`src/rtl/ledandkey_arbiter_if.sv`:
```
// Bundle between the two clients, the arbiter and the ledandkey driver.
// slave = arbiter side, master = clients/driver side.
interface ledandkey_arbiter_if;
  logic        a_req;
  logic [63:0] a_disp;
  logic [7:0]  a_leds;
  logic        a_grant;
  logic [7:0]  a_key_press;
  logic        b_req;
  logic [63:0] b_disp;
  logic [7:0]  b_leds;
  logic        b_grant;
  logic [7:0]  b_key_press;
  logic [7:0]  keys_raw;
  logic [63:0] disp_out;
  logic [7:0]  leds_out;
  logic [7:0]  key_state;

  modport slave (
    input  a_req, a_disp, a_leds, b_req, b_disp, b_leds, keys_raw,
    output a_grant, a_key_press, b_grant, b_key_press, disp_out, leds_out, key_state
  );

  modport master (
    output a_req, a_disp, a_leds, b_req, b_disp, b_leds, keys_raw,
    input  a_grant, a_key_press, b_grant, b_key_press, disp_out, leds_out, key_state
  );
endinterface

```
`src/rtl/ledandkey_arbiter.sv`:
```
// Time-sliced sharing of one TM1638 board between clients A and B; grant 1 clk, display 2 clk after request.
// No backpressure: clients poll their grant, key-press pulses go only to the owner.
module ledandkey_arbiter #(
  parameter int SAMPLE_DIV   = 1000,
  parameter int DEBOUNCE_N   = 4,
  parameter int SLICE_TICKS  = 50000000,
  parameter int OVERRIDE_KEY = 7
) (
  input  logic                 clock,
  input  logic                 reset_n,
  ledandkey_arbiter_if.slave   bus
);

  localparam int DIV_W = $clog2(SAMPLE_DIV);
  localparam int SLC_W = $clog2(SLICE_TICKS);
  localparam int DEB_W = $clog2(DEBOUNCE_N + 1);
  localparam logic [DIV_W-1:0] DIV_LOAD   = DIV_W'(SAMPLE_DIV - 1);
  localparam logic [SLC_W-1:0] SLICE_LOAD = SLC_W'(SLICE_TICKS - 1);
  localparam logic [DEB_W-1:0] DEB_LAST   = DEB_W'(DEBOUNCE_N - 1);
  localparam logic [2:0]       OVR_IDX    = 3'(OVERRIDE_KEY);

  typedef enum logic [1:0] {IDLE, OWN_A, OWN_B} state_t;

  state_t           state;
  logic             last_owner_b;
  logic [SLC_W-1:0] slice_cnt;
  logic [DIV_W-1:0] div_cnt;
  logic [DEB_W-1:0] deb_cnt [8];
  logic [7:0]       key_state_q;
  logic [7:0]       key_prev;
  logic [63:0]      disp_q;
  logic [7:0]       leds_q;
  logic [7:0]       a_press_q;
  logic [7:0]       b_press_q;

  logic       a_req, b_req, tick, ovr_press, slice_done;
  logic [7:0] rise, fwd;

  assign a_req      = bus.a_req;
  assign b_req      = bus.b_req;
  assign tick       = (div_cnt == '0);
  assign rise       = key_state_q & ~key_prev;
  assign ovr_press  = rise[OVR_IDX];
  // The override key is always swallowed, even when it does not cause a swap.
  assign fwd        = rise & ~(8'b1 << OVR_IDX);
  assign slice_done = (slice_cnt == '0);

  always_ff @(posedge clock) begin
    if (!reset_n) begin
      state        <= IDLE;
      last_owner_b <= 1'b1;
      slice_cnt    <= '0;
    end else begin
      case (state)
        IDLE: begin
          if (a_req && (!b_req || last_owner_b)) begin
            state <= OWN_A; last_owner_b <= 1'b0; slice_cnt <= SLICE_LOAD;
          end else if (b_req) begin
            state <= OWN_B; last_owner_b <= 1'b1; slice_cnt <= SLICE_LOAD;
          end
        end
        OWN_A: begin
          if (b_req && (!a_req || ovr_press || slice_done)) begin
            state <= OWN_B; last_owner_b <= 1'b1; slice_cnt <= SLICE_LOAD;
          end else if (!a_req) begin
            state <= IDLE;
          end else if (!slice_done) begin
            slice_cnt <= slice_cnt - 1'b1;
          end
        end
        OWN_B: begin
          if (a_req && (!b_req || ovr_press || slice_done)) begin
            state <= OWN_A; last_owner_b <= 1'b0; slice_cnt <= SLICE_LOAD;
          end else if (!b_req) begin
            state <= IDLE;
          end else if (!slice_done) begin
            slice_cnt <= slice_cnt - 1'b1;
          end
        end
        default: state <= IDLE;
      endcase
    end
  end

  always_ff @(posedge clock) begin
    if (!reset_n) begin
      disp_q      <= '0;
      leds_q      <= '0;
      a_press_q   <= '0;
      b_press_q   <= '0;
      key_state_q <= '0;
      key_prev    <= '0;
      div_cnt     <= DIV_LOAD;
      for (int i = 0; i < 8; i++) deb_cnt[i] <= '0;
    end else begin
      case (state)
        OWN_A:   begin disp_q <= bus.a_disp; leds_q <= bus.a_leds; end
        OWN_B:   begin disp_q <= bus.b_disp; leds_q <= bus.b_leds; end
        default: begin disp_q <= '0;         leds_q <= '0;         end
      endcase
      a_press_q <= (state == OWN_A) ? fwd : 8'h00;
      b_press_q <= (state == OWN_B) ? fwd : 8'h00;
      key_prev  <= key_state_q;
      div_cnt   <= tick ? DIV_LOAD : div_cnt - 1'b1;
      if (tick) begin
        for (int i = 0; i < 8; i++) begin
          if (bus.keys_raw[i] == key_state_q[i]) begin
            deb_cnt[i] <= '0;
          end else if (deb_cnt[i] == DEB_LAST) begin
            key_state_q[i] <= bus.keys_raw[i];
            deb_cnt[i]     <= '0;
          end else begin
            deb_cnt[i] <= deb_cnt[i] + 1'b1;
          end
        end
      end
    end
  end

  assign bus.a_grant     = (state == OWN_A);
  assign bus.b_grant     = (state == OWN_B);
  assign bus.disp_out    = disp_q;
  assign bus.leds_out    = leds_q;
  assign bus.a_key_press = a_press_q;
  assign bus.b_key_press = b_press_q;
  assign bus.key_state   = key_state_q;

endmodule

```
`src/flat_wrapper.sv`:
```
// flat-port wrapper written by rule: the top's interface ports become plain ports
module ledandkey_arbiter_flat 
#(
  parameter int SAMPLE_DIV   = 1000,
  parameter int DEBOUNCE_N   = 4,
  parameter int SLICE_TICKS  = 50000000,
  parameter int OVERRIDE_KEY = 7
)
  (clock, reset_n, bus_a_req, bus_a_disp, bus_a_leds, bus_b_req, bus_b_disp, bus_b_leds, bus_keys_raw, bus_a_grant, bus_a_key_press, bus_b_grant, bus_b_key_press, bus_disp_out, bus_leds_out, bus_key_state);
  ledandkey_arbiter_if bus_i ();
  input  logic clock;
  input  logic reset_n;
  input wire logic [$bits(bus_i.a_req)-1:0] bus_a_req;
  input wire logic [$bits(bus_i.a_disp)-1:0] bus_a_disp;
  input wire logic [$bits(bus_i.a_leds)-1:0] bus_a_leds;
  input wire logic [$bits(bus_i.b_req)-1:0] bus_b_req;
  input wire logic [$bits(bus_i.b_disp)-1:0] bus_b_disp;
  input wire logic [$bits(bus_i.b_leds)-1:0] bus_b_leds;
  input wire logic [$bits(bus_i.keys_raw)-1:0] bus_keys_raw;
  output wire logic [$bits(bus_i.a_grant)-1:0] bus_a_grant;
  output wire logic [$bits(bus_i.a_key_press)-1:0] bus_a_key_press;
  output wire logic [$bits(bus_i.b_grant)-1:0] bus_b_grant;
  output wire logic [$bits(bus_i.b_key_press)-1:0] bus_b_key_press;
  output wire logic [$bits(bus_i.disp_out)-1:0] bus_disp_out;
  output wire logic [$bits(bus_i.leds_out)-1:0] bus_leds_out;
  output wire logic [$bits(bus_i.key_state)-1:0] bus_key_state;
  assign bus_i.a_req = bus_a_req;
  assign bus_i.a_disp = bus_a_disp;
  assign bus_i.a_leds = bus_a_leds;
  assign bus_i.b_req = bus_b_req;
  assign bus_i.b_disp = bus_b_disp;
  assign bus_i.b_leds = bus_b_leds;
  assign bus_i.keys_raw = bus_keys_raw;
  assign bus_a_grant = bus_i.a_grant;
  assign bus_a_key_press = bus_i.a_key_press;
  assign bus_b_grant = bus_i.b_grant;
  assign bus_b_key_press = bus_i.b_key_press;
  assign bus_disp_out = bus_i.disp_out;
  assign bus_leds_out = bus_i.leds_out;
  assign bus_key_state = bus_i.key_state;
  ledandkey_arbiter #(.SAMPLE_DIV(SAMPLE_DIV), .DEBOUNCE_N(DEBOUNCE_N), .SLICE_TICKS(SLICE_TICKS), .OVERRIDE_KEY(OVERRIDE_KEY)) u_core (.clock(clock), .reset_n(reset_n), .bus(bus_i));
endmodule
```
`config.mk`:
```
export PLATFORM = sky130hd
export DESIGN_NAME = ledandkey_arbiter_flat
export DESIGN_NICKNAME = d
export VERILOG_FILES = /design/src/rtl/ledandkey_arbiter_if.sv /design/src/rtl/ledandkey_arbiter.sv /design/src/flat_wrapper.sv
export SDC_FILE = /design/constraint.sdc
export NUM_CORES = 1
export LEC_CHECK = 0
export CAP_MARGIN = 20
export CORE_MARGIN = 2
export CORE_UTILIZATION = 40
export DETAILED_ROUTE_END_ITERATION = 16
export GPL_TIMING_DRIVEN = 1
export PLACE_DENSITY_LB_ADDON = 0.2
export SETUP_SLACK_MARGIN = 0.15
export SLEW_MARGIN = 20
export SYNTH_ARGS = -nofsm -noshare
export SYNTH_HDL_FRONTEND = slang
export SYNTH_SLANG_ARGS = --single-unit
```
`constraint.sdc`:
```
create_clock -name clock -period 2.6 [get_ports clock]
set_input_delay 0.39 -clock clock [delete_from_list [all_inputs] [get_ports clock]]
set_output_delay 0.39 -clock clock [all_outputs]
set_load 0.03 [all_outputs]
```
# Word level (Yosys, flattened, before mapping)
# Memory sizes are Yosys's and may differ from the RTL's.
# Index checks and enable logic that the tools add are counted.
[totals]
mem_bits_ro = 0
in_bits = 156
output_inout_bits = 98
ramBits = 24
elab_cells = 277
latchBits = 0
ff_bits = 143
memories = 1
[memory_table]
columns = ["name", "depth", "word_bits", "read_ports", "rd_clocked_by_memory_dff", "write_ports", "line_no", "source"]
rows = [
  ["u_core.deb_cnt", 8, 3, 8, 0, 8, "ledandkey_arbiter.sv:28", "logic [DEB_W-1:0] deb_cnt [8];"],
]
[classes]
n_eq_ne = 25
muxes = 159
bitwise_logic = 35
n_reduce_logical = 28
div_mod_pow = 0
shift = 0
add_sub_neg = 10
order_cmp = 0
multipliers = 0
[op_table]
columns = ["operator", "n"]
rows = [
  ["$mux W26", 7],
  ["$pmux W64 S2", 1],
  ["$mux W1", 117],
  ["$pmux W26 S3", 1],
  ["$mux W3", 24],
  ["$reduce_and A3 Y1", 9],
  ["$logic_not A26 Y1", 1],
  ["$sub A26 B1 Y26 const B", 1],
  ["$add A3 B1 Y3 const B", 8],
  ["$eq A3 B2 Y1 const B", 8],
  ["$or A1 B1 Y1", 24],
  ["$pmux W8 S2", 1],
  ["$ne A3 B2 Y1 const B", 5],
  ["$mux W2", 6],
  ["$logic_not A10 Y1", 1],
  ["$sub A10 B1 Y10 const B", 1],
  ["$not A1 Y1", 9],
  ["$and A8 B8 Y8", 1],
  ["$eq A1 B1 Y1", 8],
  ["$not A8 Y8", 1],
  ["$reduce_and A4 Y1", 2],
  ["$pmux W2 S3", 1],
  ["$logic_or A1 B1 Y1", 5],
  ["$ne A2 B1 Y1 const B", 2],
  ["9 further kinds", 13],
]

# Depth between registers and ports, before layout
# Gate-level depths: netlist of run 1.
# An unclocked memory read counts as a cell.
[logic_depth]
ltp_word = 9
ltp_mapped = 10

# Least setup slack after synthesis of run 1
# OpenSTA, ideal clock, no wires.
[synth_path]
path_type = "register to register"
start = "register u_core.state[0]"
end = "register u_core.slice_cnt[22]"
path_stages_with_launch = 9
setup_slack_ns = 0.173
n_path_buf = 2
synth_period_minus_slack_ns = 2.427
setup_time_ns = 0.117
arrival_ns = 2.309
required_time_ns = 2.483
cell_sequence = "dfxtp_1 > inv_1 > ha_1 > buf_2 > or3_1 > a21oi_1 > clkbuf_1 > o21ai_0 > a32o_1"
[synth_between]
elab_chain_len = 3
elab_cells_between_ends = 9
[synth_lines]
columns = ["item", "line_no", "source"]
rows = [
  ["start, declared", "ledandkey_arbiter.sv:24", "state_t state;"],
  ["start signal, assigned", "ledandkey_arbiter.sv:50", "state <= IDLE;"],
  ["start signal, assigned", "ledandkey_arbiter.sv:57", "state <= OWN_A; last_owner_b <= 1'b0; slice_cnt <= SLICE_LOAD;"],
  ["start signal, assigned", "ledandkey_arbiter.sv:59", "state <= OWN_B; last_owner_b <= 1'b1; slice_cnt <= SLICE_LOAD;"],
  ["$eq A2 B2 Y1 (*)", "--", ""],
  ["net bus_b_grant", "flat_wrapper.sv:22", "output wire logic [$bits(bus_i.b_grant)-1:0] bus_b_grant;"],
  ["$ne A3 B2 Y1 (no line) or $reduce_bool A3 Y1 (tied branches)", "--", ""],
  ["$reduce_and A4 Y1 (no line)", "--", ""],
  ["end signal, assigned", "ledandkey_arbiter.sv:68", "slice_cnt <= slice_cnt - 1'b1;"],
  ["end signal, assigned", "ledandkey_arbiter.sv:77", "slice_cnt <= slice_cnt - 1'b1;"],
  ["end, declared", "ledandkey_arbiter.sv:26", "logic [SLC_W-1:0] slice_cnt;"],
]
# The timed path passes the listed nets; every way through them passes the cells marked *.
# A chain may end at the register's enable or synchronous reset.

# Worst setup path after layout of run 1
[layout_path]
start = "register u_core.slice_cnt[15]"
end = "register u_core.slice_cnt[23]"
[layout_between]
elab_chain_len = 5
elab_cells_between_ends = 15
[layout_lines]
columns = ["item", "line_no", "source"]
rows = [
  ["$sub A26 B1 Y26 or $logic_not A26 Y1 (tied branches)", "ledandkey_arbiter.sv:68, ledandkey_arbiter.sv:77, ledandkey_arbiter.sv:46", ""],
  ["$mux W26, or another cell as far along", "ledandkey_arbiter.sv:67, ledandkey_arbiter.sv:76", ""],
  ["$mux W26, or another cell as far along", "ledandkey_arbiter.sv:74", "end else if (!b_req) begin"],
  ["$mux W26, or another cell as far along", "ledandkey_arbiter.sv:72", "if (a_req && (!b_req || ovr_press || slice_done)) begin"],
  ["$pmux W26 S3 or $reduce_and A4 Y1 (tied branches)", "--", ""],
]
# Several ways; a longest one is shown, not always the timed one. The select of a mux whose other input is x is not followed.

==> reports/metrics.cfg, run 1 <==
[power]
peakVddDrop_uv = 517
leakagePower_uw = 0.00392
p_per_area_nw_per_um2 = 768

[detailed_routing]
vias = 6471
drt_iter0_drc = 521
drc = 0
antenna_left = 0
wl_mm = 21.6
vias_per_cell = 5.21
wl_per_cell_um = 17.4
drt_pre_antenna_iters = 5

[synth]
synth_seq_area_share_pct = 50.9
yosysWarnings = 0
yosys_most_used_dff = dfxtp_1
synthesis.area_um2 = 6960
synth-seq-cells = 165
syn_inst = 749
synth.avg_cell_area_um2 = 9.29
synthArstFlopShare_pct = 0
synth_edf_count = 24
yosysUniqueCellTypes = 59

[clocking]
numCtsBuffers = 17
cts_sinks = 165
clockBufferDepth = 2
tritoncts = built
clockRootBuffer = clkbuf_16
clk_pin_slew_worst_paths_ns = 0.07
clock_latency_ns = 0.43
h-tree-depth = 4

[die]
dieArea_um2 = 18500
die_y_um = 136
initial_core_util_pct = 40.5
core_um2 = 17200
die_w_um = 136
rows = 48
io_pins = 254

[setup_path]
cp-start-kind = flop
required_ns = 2.95
reg2reg_depth = 6
endpoint_kind = flop
worstPathArrival_ns = 2.81
worstSetupPathType = flop to flop
critical_path.max_fanout = 8

[global_routing]
grtUsageTotal_pct = 21.9
grt_pass1_vias = 5870
grt_antenna_before_repair = 0
grt_pass1_wl_mm = 31.3
grt-ovfl-total = 0
grt.busiest_layer = met2
use_met3_pct = 6.19
use_met2_pct = 37.4
grt_max_degree = 73
use_met1_pct = 26.6

[sta]
fin_tns_setup_ns = 0
rsz0062_at_grt = true
final_hold_viol_count = 0
fmax_ghz = 0.407
clock-skew-final_ns = 0.0104
max_slew_margin_pct = 52.0
fin_ws_ns = 0.146
fin_crit_sh_pct = 94.4
slew_viol_final = 0
period_needed_ns = 2.45
finalSetupViolations = 0
tightest_slew_ns = 0.721

[placed_design]
dp_hpwl_mm = 15.3
routabilityCongestion = 0.896
portBuffers = 251
dp.cells = 1206
pre_cts_slack_ns = 0.0854

[finish]
instances_no_fill = 1242
final_common_cell = clkdlybuf4s50_1
nFillCells = 1501
area_growth_syn_to_layout_pct = 51.0
antenna_cells = 0
post-route-util_pct = 61.2
drive_gt1_share_pct = 9.93
num-nets-final = 1183
layout_common_cells = clkdlybuf4s50_1 (249), dfxtp_1 (136), nor2_1 (122)

[run]
max_cap_viol_count = 0

[status]
status = complete, no violations

[worst_hold_path]
min_path_type = flop to flop
hold_path_depth = 1

## per-layer routing
layer  vias up  wire (um)
li1       3174          -
met1      3012       8910
met2       258      10700
met3        27       1600
met4         0        379
met5         -          0
## cell families after synthesis
family                   synth area share [%]
AND/OR/NAND/NOR                          18.2
AO/OA/AOI/OAI                            17.8
flip-flops                               50.9
buffers and inverters                    5.12
adder cells (fa/ha/maj)                  4.13
XOR/XNOR                                 1.76
multiplexers                             2.01
other                                  0.0539
## synthesized netlist by cell type (all sizes together), types with 9 or more instances
master,instances,area (um^2)
clkbuf,40,150
a31oi,9,56.3
a21oi,16,83.8
nor2,124,465
inv,38,143
mux2i,14,140
xnor2,13,114
ha,23,288
o21ai,31,159
edfxtp,24,721
nand2,57,214
nor4,12,90.1
or3,16,100
dfxtp,141,2820
a32o,9,90.1
a22oi,72,541
nor3,20,105
## worst paths after layout
check,startpoint,end,slack [ns]
max,u_core.slice_cnt[15],u_core.slice_cnt[23],0.15
min,u_core.key_prev[2],u_core.bus.a_key_press[2],0.41
max reg2reg,u_core.slice_cnt[15],u_core.slice_cnt[23],0.15
min reg2reg,u_core.key_prev[2],u_core.bus.a_key_press[2],0.41
## registers in the layout (all words and copies together) (netlist names)
name                    flops
u_core.bus.b_key_press      7
u_core.div_cnt             10
u_core.state                2
u_core.slice_cnt           26
u_core.key_prev             8
u_core.last_owner_b         1
u_core.bus.key_state        8
u_core.deb_cnt             24
u_core.bus.disp_out        64
u_core.bus.a_key_press      7
u_core.bus.leds_out         8
## report_power, final
part | leakage (uW) | internal [uW] | switching, uW
logic | 0.00226 | 1060 | 1490
registers | 0.00137 | 2820 | 186
clock network | 0.000294 | 1410 | 1100
## stage by stage
step                instance area, um^2  hold slack (ns)  total power, uW
floorplan                          6960            0.383             4540
global placement                   9780            0.398             5420
detailed placement                 9780            0.402             5440
CTS                               10400            0.416             7960
global route                      10500            0.433             8450
finish                            10500            0.411             8070
## worst max-delay path, stage by stage, from the launching register on
cell      delay [ns]
dfxtp_2         0.33
or4_4           0.57
or4_4           0.63
o311ai_4        0.39
a21oi_4         0.12
nand2b_4        0.20
a31oi_1         0.13
## cell type report
type	instances	area, um^2	area share (%)
Sequential cell	165	3550	33.8
Multi-Input combinational cell	499	3190	30.3
Timing Repair Buffer	281	2750	26.1
Clock buffer	19	454	4.32
Tap cell	225	282	2.68
Inverter	40	150	1.43
Clock inverter	13	136	1.30
## what timing repair did
action                     4_1_cts  5_1_grt
setup buffers                    0        2
pin swaps                        0        1
setup endpoints to repair        5       39
hold buffers                     0        0
resized for setup                4       24
gates cloned                     0        2
Note: power is estimated with default switching activity, not from simulation.
==> run 2, diff against run 1 <==
--- a/config.mk
+++ b/config.mk
@@ -9,10 +9,10 @@
 export CORE_MARGIN = 2
 export CORE_UTILIZATION = 40
 export DETAILED_ROUTE_END_ITERATION = 16
-export GPL_TIMING_DRIVEN = 1
 export PLACE_DENSITY_LB_ADDON = 0.2
 export SETUP_SLACK_MARGIN = 0.15
 export SLEW_MARGIN = 20
 export SYNTH_ARGS = -nofsm -noshare
 export SYNTH_HDL_FRONTEND = slang
 export SYNTH_SLANG_ARGS = --single-unit
+export TNS_END_PERCENT = 30
==> run 2 against run 1 <==
  * Clock power about the same
  * First-iteration DRC count shrank 2.5%
  * Sequential share of layout area hardly changed
  * Clock skew hardly changed
  * Worst hold slack is essentially flat
  * Critical endpoint is now u_core.slice_cnt[19]
  * Largest cell class unchanged
  * Highest routed layer unchanged
==> reports/metrics.cfg, run 2 (synthesis results as in run 1) <==
[sta]
final_hold_viol_count = 0  ; unchanged
slew_viol_final = 0  ; unchanged
fmax_ghz = 0.410  ; was 0.407 GHz
max_slew_margin_pct = 32.8  ; was 52.0%
period_needed_ns = 2.44  ; was 2.45 ns
fin_crit_sh_pct = 93.8  ; was 94.4%
fin_tns_setup_ns = 0  ; unchanged
rsz0062_at_grt = true  ; unchanged
clock-skew-final_ns = 0.0103  ; was 0.0104 ns
finalSetupViolations = 0  ; unchanged
tightest_slew_ns = 1.00  ; was 0.721 ns

[global_routing]
grt_pass1_vias = 5874  ; was 5870
grtUsageTotal_pct = 21.9  ; unchanged
grt.busiest_layer = met2  ; unchanged
grt_max_degree = 73  ; unchanged
use_met2_pct = 37.3  ; was 37.4%
use_met3_pct = 6.19  ; unchanged
use_met1_pct = 26.6  ; about the same
grt_antenna_before_repair = 0  ; unchanged
grt-ovfl-total = 0  ; unchanged
grt_pass1_wl_mm = 31.3  ; about the same

[power]
p_per_area_nw_per_um2 = 769  ; was 768 nW/um^2
peakVddDrop_uv = 523  ; was 517 uV
leakagePower_uw = 0.00394  ; was 0.00392 uW

[worst_hold_path]
min_path_type = flop to flop  ; unchanged
min_from = u_core.key_prev[2]  ; unchanged
hold_path_depth = 1  ; unchanged
whs_endpoint = u_core.bus.a_key_press[2]  ; unchanged

[finish]
final_common_cell = clkdlybuf4s50_1  ; unchanged
layout_common_cells = clkdlybuf4s50_1 (249), dfxtp_1 (139), nor2_1 (123)  ; was clkdlybuf4s50_1 (249), dfxtp_1 (136), nor2_1 (122)
drive_gt1_share_pct = 9.43  ; was 9.93%
area_growth_syn_to_layout_pct = 51.0  ; unchanged
multi_input_area_um2 = 3180  ; was 3190 um^2
instances_no_fill = 1243  ; was 1242
antenna_cells = 0  ; unchanged
register_area_um2 = 3550  ; about the same
num-nets-final = 1184  ; was 1183
nFillCells = 1500  ; was 1501
largest_reg_flops = 64  ; unchanged

[detailed_routing]
wl_per_cell_um = 17.3  ; was 17.4 um
vias = 6474  ; was 6471
wl_mm = 21.5  ; was 21.6 mm
antenna_left = 0  ; unchanged
vias_per_cell = 5.21  ; about the same
drt_pre_antenna_iters = 5  ; unchanged
drt_iter0_drc = 508  ; was 521
drc = 0  ; unchanged

[placed_design]
dp.cells = 1206  ; unchanged
routabilityCongestion = 0.896  ; unchanged
portBuffers = 251  ; unchanged
dp_hpwl_mm = 15.3  ; unchanged

[clocking]
clock_latency_ns = 0.43  ; about the same
clockBufferDepth = 2  ; unchanged
hold_buffers = 0  ; unchanged
clockRootBuffer = clkbuf_16  ; unchanged
h-tree-depth = 4  ; unchanged
tritoncts = built  ; unchanged
cts_sinks = 165  ; unchanged
clk_pin_slew_worst_paths_ns = 0.07  ; about the same
numCtsBuffers = 17  ; unchanged

[setup_path]
rr_endpoint = u_core.slice_cnt[19]  ; was u_core.slice_cnt[23]
cp_common_cell = or4_4  ; unchanged
crit_buf_inv = 1  ; was 0
ff2ff_setup_slack_ns = 0.16  ; was 0.15 ns
slowest_stage = or4_4  ; unchanged
reg2reg_from = u_core.slice_cnt[13]  ; was u_core.slice_cnt[15]
required_ns = 2.94  ; was 2.95 ns
slowest_delay_ns = 0.62  ; was 0.63 ns
cp-start-kind = flop  ; unchanged
cp_top_family = simple AND/OR/NAND/NOR gates  ; unchanged
path_cells = or4_4 -> or4_4 -> o21bai_2 -> a21oi_4 -> buf_4 -> a31oi_1  ; was or4_4 -> or4_4 -> o311ai_4 -> a21oi_4 -> nand2b_4 -> a31oi_1
critical_path.max_fanout = 8  ; unchanged
endpoint_kind = flop  ; unchanged
reg2reg_depth = 6  ; unchanged
worstSetupPathType = flop to flop  ; unchanged
worstPathArrival_ns = 2.78  ; was 2.81 ns

[die]
die_w_um = 136  ; unchanged
core_um2 = 17200  ; unchanged
io_pins = 254  ; unchanged
rows = 48  ; unchanged
initial_core_util_pct = 40.5  ; unchanged
die_y_um = 136  ; unchanged
dieArea_um2 = 18500  ; unchanged

[status]
status = complete, no violations  ; unchanged

[run]
max_cap_viol_count = 0  ; unchanged

==> run 2: cell type report <==
class	count	area share (%)
Clock buffer	19	4.32
Clock inverter	13	1.30
Inverter	40	1.43
Multi-Input combinational cell	499	30.2
Sequential cell	165	33.7
Tap cell	225	2.68
Timing Repair Buffer	282	26.3
==> run 2: how the worst max path moves through the flow <==
stage                         startpoint                   end  depth (start not counted)  slack, ns
finish              u_core.slice_cnt[13]  u_core.slice_cnt[19]                          6       0.16
CTS                      u_core.state[1]           bus_a_grant                          4       0.06
global route           u_core.div_cnt[0]  u_core.deb_cnt[0][9]                          6       0.07
global placement    u_core.slice_cnt[12]  u_core.slice_cnt[20]                          6       0.13
detailed placement  u_core.slice_cnt[12]  u_core.slice_cnt[23]                          6       0.09
floorplan                u_core.state[0]  u_core.slice_cnt[22]                          8       0.17
==> run 2: timing repair <==
item,CTS,global route
pin swaps,0,1
setup buffers,0,3
gates cloned,0,2
gates resized for setup,1,26
endpoints found under the setup margin,5,40
==> run 2: metrics by stage <==
step | hold slack, ns | setup slack, ns | cell area (um^2) | utilization [%] | power (uW)
2_1_floorplan | 0.383 | 0.173 | 6960 | - | 4540
3_3_place_gp | 0.398 | 0.130 | 9780 | 56.9 | 5420
3_5_place_dp | 0.402 | 0.0854 | 9780 | 56.9 | 5440
4_1_cts | 0.416 | 0.0571 | 10400 | 60.4 | 7940
5_1_grt | 0.433 | 0.0667 | 10500 | 61.2 | 8470
6_report | 0.411 | 0.160 | 10500 | 61.2 | 8080
==> run 2: metal layers <==
metal	wire, um	part of all wire (%)
met4	363	1.7
met3	1630	7.6
met5	0	0
met2	10700	50
met1	8820	41
==> run 2: power breakdown <==
part           internal, uW  switching [uW]  total [uW]
sequential             2820             184        3000
combinational          1080            1500        2570
clock                  1410            1090        2500
